$ cat src/rtl/rca_mp_sequencer.sv
// Multi-precision add sequencer: streams NUM_SLICES slices through one shared
// carry-less adder slice, adding an increment pass whenever a carry enters a slice.
module rca_mp_sequencer #(
    parameter int unsigned SLICE_W    = 14,
    parameter int unsigned NUM_SLICES = 4
) (
    input  logic                        i_clk,
    input  logic                        i_rst_n,
    input  logic                        i_valid,
    output logic                        o_ready,
    input  logic [SLICE_W*NUM_SLICES-1:0] i_op_a,
    input  logic [SLICE_W*NUM_SLICES-1:0] i_op_b,
    input  logic                        i_cin,
    output logic [SLICE_W-1:0]          o_add_term1,
    output logic [SLICE_W-1:0]          o_add_term2,
    input  logic [SLICE_W:0]            i_add_result,
    output logic                        o_valid,
    input  logic                        i_ready,
    output logic [SLICE_W*NUM_SLICES-1:0] o_sum,
    output logic                        o_cout,
    output logic                        o_inc_active
);

    localparam int unsigned W   = SLICE_W * NUM_SLICES;
    localparam int unsigned K_W = (NUM_SLICES > 1) ? $clog2(NUM_SLICES) : 1;

    typedef enum logic [1:0] {
        IDLE = 2'd0,
        ADD  = 2'd1,
        INC  = 2'd2,
        DONE = 2'd3
    } state_t;

    state_t             state;
    logic [K_W-1:0]     k;
    logic               c;
    logic               cp;
    logic [SLICE_W-1:0] t;
    logic [W-1:0]       a_q;
    logic [W-1:0]       b_q;
    logic [W-1:0]       sum_q;
    logic               last_slice;

    assign last_slice = (k == K_W'(NUM_SLICES - 1));

    // All outputs decode from registered state only; no input reaches them.
    always_comb begin
        o_add_term1  = '0;
        o_add_term2  = '0;
        o_inc_active = 1'b0;
        o_ready      = 1'b0;
        o_valid      = 1'b0;
        o_sum        = '0;
        o_cout       = 1'b0;
        case (state)
            IDLE: o_ready = 1'b1;
            ADD: begin
                o_add_term1 = a_q[int'(k)*SLICE_W +: SLICE_W];
                o_add_term2 = b_q[int'(k)*SLICE_W +: SLICE_W];
            end
            INC: begin
                o_add_term1  = t;
                o_add_term2  = SLICE_W'(1);
                o_inc_active = 1'b1;
            end
            DONE: begin
                o_valid = 1'b1;
                o_sum   = sum_q;
                o_cout  = c;
            end
            default: ;
        endcase
    end

    // Sequencer: one adder pass per cycle, INC inserted when a carry enters a slice.
    always_ff @(posedge i_clk or negedge i_rst_n) begin
        if (!i_rst_n) begin
            state <= IDLE;
            k     <= '0;
            c     <= 1'b0;
            cp    <= 1'b0;
            t     <= '0;
            a_q   <= '0;
            b_q   <= '0;
            sum_q <= '0;
        end else begin
            case (state)
                IDLE: begin
                    if (i_valid) begin
                        a_q   <= i_op_a;
                        b_q   <= i_op_b;
                        c     <= i_cin;
                        k     <= '0;
                        state <= ADD;
                    end
                end
                ADD: begin
                    if (!c) begin
                        sum_q[int'(k)*SLICE_W +: SLICE_W] <= i_add_result[SLICE_W-1:0];
                        c <= i_add_result[SLICE_W];
                        if (last_slice) begin
                            state <= DONE;
                        end else begin
                            k <= k + K_W'(1);
                        end
                    end else begin
                        t     <= i_add_result[SLICE_W-1:0];
                        cp    <= i_add_result[SLICE_W];
                        state <= INC;
                    end
                end
                INC: begin
                    sum_q[int'(k)*SLICE_W +: SLICE_W] <= i_add_result[SLICE_W-1:0];
                    c <= cp | i_add_result[SLICE_W];
                    if (last_slice) begin
                        state <= DONE;
                    end else begin
                        k     <= k + K_W'(1);
                        state <= ADD;
                    end
                end
                DONE: begin
                    if (i_ready) begin
                        state <= IDLE;
                    end
                end
                default: state <= IDLE;
            endcase
        end
    end

endmodule

$ cat config.mk
export PLATFORM = sky130hd
export DESIGN_NAME = rca_mp_sequencer
export DESIGN_NICKNAME = d
export VERILOG_FILES = /design/src/rtl/rca_mp_sequencer.sv
export SDC_FILE = /design/constraint.sdc
export NUM_CORES = 1
export LEC_CHECK = 0
export ABC_AREA = 1
export ABC_CLOCK_PERIOD_IN_PS = 2800
export CORE_MARGIN = 5
export CORE_UTILIZATION = 52
export CTS_BUF_LIST = sky130_fd_sc_hd__clkbuf_16
export CTS_CLUSTER_DIAMETER = 100
export DETAILED_ROUTE_END_ITERATION = 7
export PLACE_DENSITY = 0.87
export SYNTH_ARGS = -nofsm -noshare
export SYNTH_HDL_FRONTEND = slang
export SYNTH_SLANG_ARGS = --single-unit
$ cat constraint.sdc
create_clock -name i_clk -period 2.8 [get_ports i_clk]
set_input_delay 0.28 -clock i_clk [delete_from_list [all_inputs] [get_ports i_clk]]
set_output_delay 0.28 -clock i_clk [all_outputs]
set_load 0.02 [all_outputs]
Word level (Yosys, flattened, before mapping)

Cells that the tools add are included.

Add/subtract/negate cells: 2
Multipliers: 1
Equality and inequality tests: 8
Shifts and indexed selects: 4
Mux-type cells: 23
Bitwise operators: 1
Reduce and logical (&&, ||, !) cells: 9

Operators by type and width:

| cell                                                    | count |
|---|---|
| two-way mux 56 bit                                      | 2 |
| case mux 56 bit (2 select lines)                        | 1 |
| variable part select 56 x 7 -> 14 bit                   | 2 |
| bitwise mux 56 bit                                      | 1 |
| case mux 14 bit (2 select lines)                        | 2 |
| variable shift 14 x 34 -> 56 bit (first input constant) | 1 |
| variable part select 14 x 34 -> 56 bit                  | 1 |
| negation 6 -> 34 bit                                    | 1 |
| two-way mux 2 bit                                       | 8 |
| case mux 2 bit (4 select lines)                         | 1 |
| AND reduction 2 bit                                     | 4 |
| equality test 2 bit (second input constant)             | 3 |
| two-way mux 1 bit                                       | 6 |
| != test 2 bit (second input constant)                   | 3 |
| case mux 2 bit (3 select lines)                         | 1 |
| AND reduction 3 bit                                     | 2 |
| multiplier 2 x 3 -> 5 bit (second input constant)       | 1 |
| != test 3 bit (second input constant)                   | 1 |
| case mux 1 bit (3 select lines)                         | 1 |
| nonzero test 3 bit                                      | 1 |
| adder 2 x 1 -> 2 bit (second input constant)            | 1 |
| equality test 2 x 1 -> 1 bit (second input constant)    | 1 |
| logical NOT 2 bit                                       | 1 |
| nonzero test 2 bit                                      | 1 |
| OR 1 bit                                                | 1 |

Register bits after elaboration: 188
Output and inout bits: 88
Word-level logic and storage cells: 56

Longest topological paths before layout

Word-level depth: 6
Mapped depth: 18
Depth with buffers taken out: 11

Worst setup path after synthesis

No wires, ideal clock.

Path type: flip-flop to flip-flop
Start: reg k[0]
End: reg sum_q[28]
Setup time: 0.123 ns
Arrival time: 2.466 ns
Data required time: 2.677 ns
Path slack: 0.211 ns
Cell stages (with the launch flop): 17
Buffers on the path: 6
Period minus slack after synthesis: 2.589 ns
Path through: dfrtp_1 inv_1 buf_4 buf_2 buf_2 buf_2 ha_1 buf_4 inv_2 nand2_1 nand2_2 buf_2 nand3_1 nand3_1 nand2_1 o21ai_0 nand2_1

Cells in the longest elaborated chain, start to end: 6
Elaborated cells on any way between the ends: 7

Ends and longest elaborated chain:

| element                                                                                           | RTL line | text |
|---|---|---|
| from (decl)                                                                                       | 35       | `logic [K_W-1:0] k;` |
| from (signal assigned)                                                                            | 104      | `k <= k + K_W'(1);` |
| from (signal assigned)                                                                            | 118      | `k <= k + K_W'(1);` |
| multiplier 2 x 3 -> 5 bit (*)                                                                     | 99, 113  |  |
| negation 6 -> 34 bit (*)                                                                          | 99, 113  |  |
| variable part select 14 x 34 -> 56 bit / variable shift 14 x 34 -> 56 bit (equally long branches) | 99, 113  |  |
| bitwise mux 56 bit (*)                                                                            | 99, 113  |  |
| two-way mux 56 bit                                                                                | 98       | `if (!c) begin` |
| case mux 56 bit (2 select lines) (*)                                                              | 87       | `case (state)` |
| to (signal, indexed assignment)                                                                   | 99       | `sum_q[int'(k)*SLICE_W +: SLICE_W] <= i_add_result[SLICE_W-1:0];` |
| to (signal, indexed assignment)                                                                   | 113      | `sum_q[int'(k)*SLICE_W +: SLICE_W] <= i_add_result[SLICE_W-1:0];` |
| to (decl)                                                                                         | 41       | `logic [W-1:0] sum_q;` |

Mark *: on every way between the ends. The rest lies on a longest branch, timed or not. The select of a mux whose other input is x is not followed.
A chain may end at the register's enable or synchronous reset.

Worst setup path after layout

Start: reg state[0]
End: out o_add_term1[6]

Cells in the longest elaborated chain, start to end: 2
Elaborated cells on any way between the ends: 3

Ends and longest elaborated chain:

| element                                                                    | RTL line | text |
|---|---|---|
| from (decl)                                                                | 34       | `state_t state;` |
| from (signal assigned)                                                     | 78       | `state <= IDLE;` |
| from (signal assigned)                                                     | 94       | `state <= ADD;` |
| from (signal assigned)                                                     | 102      | `state <= DONE;` |
| equality test 2 bit / equality test 2 x 1 -> 1 bit (equally long branches) | 55       | `case (state)` |
| case mux 14 bit (2 select lines) (*)                                       | 55       |  |
| to (decl)                                                                  | 14       | `output logic [SLICE_W-1:0] o_add_term1,` |

Mark *: on every way between the ends. The rest lies on a longest branch, timed or not.

==> results.yml <==
sta:
  timing.final.crit_period_ns: 2.76
  max-slew-margin-rel: 0.510
  setup_slack_ns: 0.0365
  hold_viol: 0
  post-route-period-util: 0.987
  skew_ns: 0.00969
  slew_viol_final: 0
  grt_setup_unrepaired: "yes"
  max_slew.worst_pin.slew_ns: 0.732
  setup_violations: 0
  fmax_mhz: 362
  holdWs_ns: 0.356
place:
  dp_hpwl_um: 22400
  io_buffers: 219
  dp_slack_ns: 0.275
  placement.cell_area_sq_mm: 0.0127
  dp.cells: 1683
  gp_congestion: 0.961
clock_tree:
  cts_root_buf: "clkbuf_16"
  ctsLongestPathBuffers: 2
  cts_sinks: 188
  cts_made_buffers: 17
  clk-insertion-delay-late_ns: 0.44
  clk_pin_slew_worst_paths_ns: 0.08
  h-tree-depth: 4
  cts_tree: "done"
global_routing:
  grt_pass1_vias: 9550
  grt_pass1_wl_um: 50400
  use_met2: 0.461
  grtUsageTotal: 0.281
  grt_overflow: 0
  met1_usage: 0.370
  antenna_found_initial: 0
  grt_start_max_net_pins: 113
  grt_use_met3: 0.0596
  busiest_layer: "met2"
synthesis:
  syn_area_per_cell_sq_um: 8.21
  syn-num-nets: 1397
  syn_inst: 1252
  yosys.area.top_type: "dfrtp_1"
  synth_top_cell_area_share: 0.458
  synth.distinct_cells: 32
  synth_seq_cells: 188
  ys_seq_area_frac: 0.458
  ys.warnings.count: 0
  synth_area_sq_mm: 0.0103
  netlist_top_cells_area: "dfrtp_1 46%, nand2_1 13%, mux2_2 12%"
route:
  routed_wl_um: 31400
  drc: 0
  wl_per_cell_um: 18.3
  ant_nets: 0
  num_vias: 9685
  drt-initial-drc-count: 1158
  dr.pass1.iters: 6
  vias_per_cell: 5.64
worst_setup_path:
  required_ns: 2.52
  startpoint: "state[0]"
  cp-start-kind: "flop"
  arrival_ns: 2.48
  worst_r2r_startpoint: "k[1]"
  criticalPathCategory: "reg2out"
  critPathCaptureType: "output pin"
  cp_max_fo: 12
floorplanning:
  ios: 220
  die_area_sq_mm: 0.0227
  die_w_um: 151
  row_count: 51
  die_h_um: 151
  initial_utilization: 0.528
  core_sq_mm: 0.0195
power:
  total_power_mw: 15.9
  intPower_mw: 8.57
  swShare: 0.460
  p_leak_nw: 6.69
  p_comb_frac: 0.546
  power_frac_seq: 0.299
  p_sw_mw: 7.29
  power_per_cell_area_mw_per_mm2: 1180
  ir_drop_mv: 0.649
  pwr-share-clk: 0.154
final_layout:
  seq_area_sq_mm: 0.00471
  final_area_sq_mm: 0.0134
  final-instance-count-excl-fill: 1718
  nFillCells: 1515
  fin_nets: 1585
  multi_input_comb_area_sq_mm: 0.00487
  drive_gt1_frac: 0.143
  syn2layout_area_growth_pct: 30.7
  antenna_cells: 0
flow_run:
  maxCapViolations: 0
worst_hold_path:
  hold_class: "in2async"
run_status:
  outcome: "finished clean"
final cells by class:
class | count | share of cell area
Timing Repair Buffer | 248 | 0.190
Inverter | 99 | 0.0282
Multi-Input combinational cell | 886 | 0.362
Clock inverter | 15 | 0.0129
Clock buffer | 17 | 0.0317
Sequential cell | 188 | 0.350
Tap cell | 265 | 0.0247
final timing paths:
check                            endpoint  slack [ns]  cells past startpoint
setup reg to reg                sum_q[18]        0.29                     12
setup / recovery           o_add_term1[6]        0.04                      6
hold reg to reg                  sum_q[8]        0.48                      2
max in group asynchronous         b_q[24]        1.61                      3
hold / removal                   sum_q[5]        0.36                      2
min in group i_clk                a_q[50]        0.44                      2
per-stage QoR:
| stage | setup TNS [ns] | utilization |
|---|---|---|
| after floorplan | 0 | - |
| after global placement | 0 | 0.652 |
| after detailed placement | 0 | 0.652 |
| after CTS | -0.00586 | 0.687 |
| after global routing | -0.398 | 0.690 |
| final | 0 | 0.690 |
power by group through the flow:
stage          logic [mW]  registers, mW  clock network (mW)
5_1_grt              9.48           4.88                2.58
6_report             8.67           4.75                2.45
4_1_cts              8.48           4.72                2.48
3_5_place_dp         8.25           4.75                   0
2_1_floorplan        5.88           4.49                   0
3_3_place_gp         8.14           4.66                   0
per-layer routing:
metal / up-vias / wire length (um)
met4: 0 / 1160
met5: - / 0
met1: 4631 / 12300
li1: 4469 / -
met3: 99 / 2440
met2: 486 / 15600
cell usage after synthesis:
cell type,n
a211oi_1,1
a21boi_1,2
a21oi_1,28
a22oi_1,18
a31oi_1,3
buf_1,4
buf_2,34
buf_4,9
buf_6,2
clkbuf_1,30
clkinv_1,1
dfrtp_1,188
ha_1,13
inv_1,92
inv_2,6
mux2_2,112
nand2_1,346
nand2_2,3
nand2_4,1
nand3_1,97
nand4_1,16
nor2_1,120
nor2_2,1
nor2_4,1
nor3_2,3
o211ai_1,1
o21ai_0,86
o21ai_1,8
o21bai_1,1
o22ai_1,18
or2_2,6
xnor2_4,1
critical path, stage by stage (launching register included):
cell and delay [ns]:
dfrtp_2 0.46, inv_1 0.19, ha_2 0.32, buf_4 0.23, a22oi_1 0.12, nor2_1 0.11, clkdlybuf4s50_1 0.61
repair_timing:
action / 4_1_cts / 5_1_grt
hold endpoints to repair: 47 / 0
resized for setup: 16 / 16
buffers inserted: 1 / 0
hold buffers: 1 / 0
endpoints found under the setup margin: 22 / 48
cloned: 1 / 0
logic make-up after synthesis:
logic type	share of synthesized area
buf+inv	0.0739
simple gates	0.238
compound gates	0.0890
mux	0.123
fa+ha+maj	0.0158
xor+xnor	0.00268
flops	0.458
cells in the final DEF, fill, tap and decap left out, types with 2 or more instances in the layout:
cell type | Yosys | final
nand2_1 | 346 | 344
clkdlybuf4s50_1 | 0 | 203
dfrtp_1 | 188 | 186
nor2_1 | 120 | 120
mux2_2 | 112 | 112
nand3_1 | 97 | 97
inv_1 | 92 | 88
o21ai_0 | 86 | 86
a21oi_1 | 28 | 28
a22oi_1 | 18 | 18
buf_4 | 9 | 18
o22ai_1 | 18 | 17
clkbuf_16 | 0 | 17
nand4_1 | 16 | 16
ha_1 | 13 | 9
dlymetal6s2s_1 | 0 | 9
inv_2 | 6 | 8
o21ai_1 | 8 | 8
or2_2 | 6 | 6
dlygate4sd2_1 | 0 | 6
buf_12 | 0 | 5
inv_6 | 0 | 4
clkinv_8 | 0 | 4
nand2_4 | 1 | 3
nand2_2 | 3 | 3
nor3_2 | 3 | 3
a31oi_1 | 3 | 3
inv_8 | 0 | 3
buf_6 | 2 | 3
clkinvlp_4 | 0 | 2
a21boi_1 | 2 | 2
ha_4 | 0 | 2
ha_2 | 0 | 2
clkinv_4 | 0 | 2
dfrtp_2 | 0 | 2
registers in the layout, indices dropped and copies added, names as in the netlist:
register  cells
k             2
c             1
cp            1
state         2
b_q          56
a_q          56
t            14
sum_q        56
(Power assumes the default switching activity.)
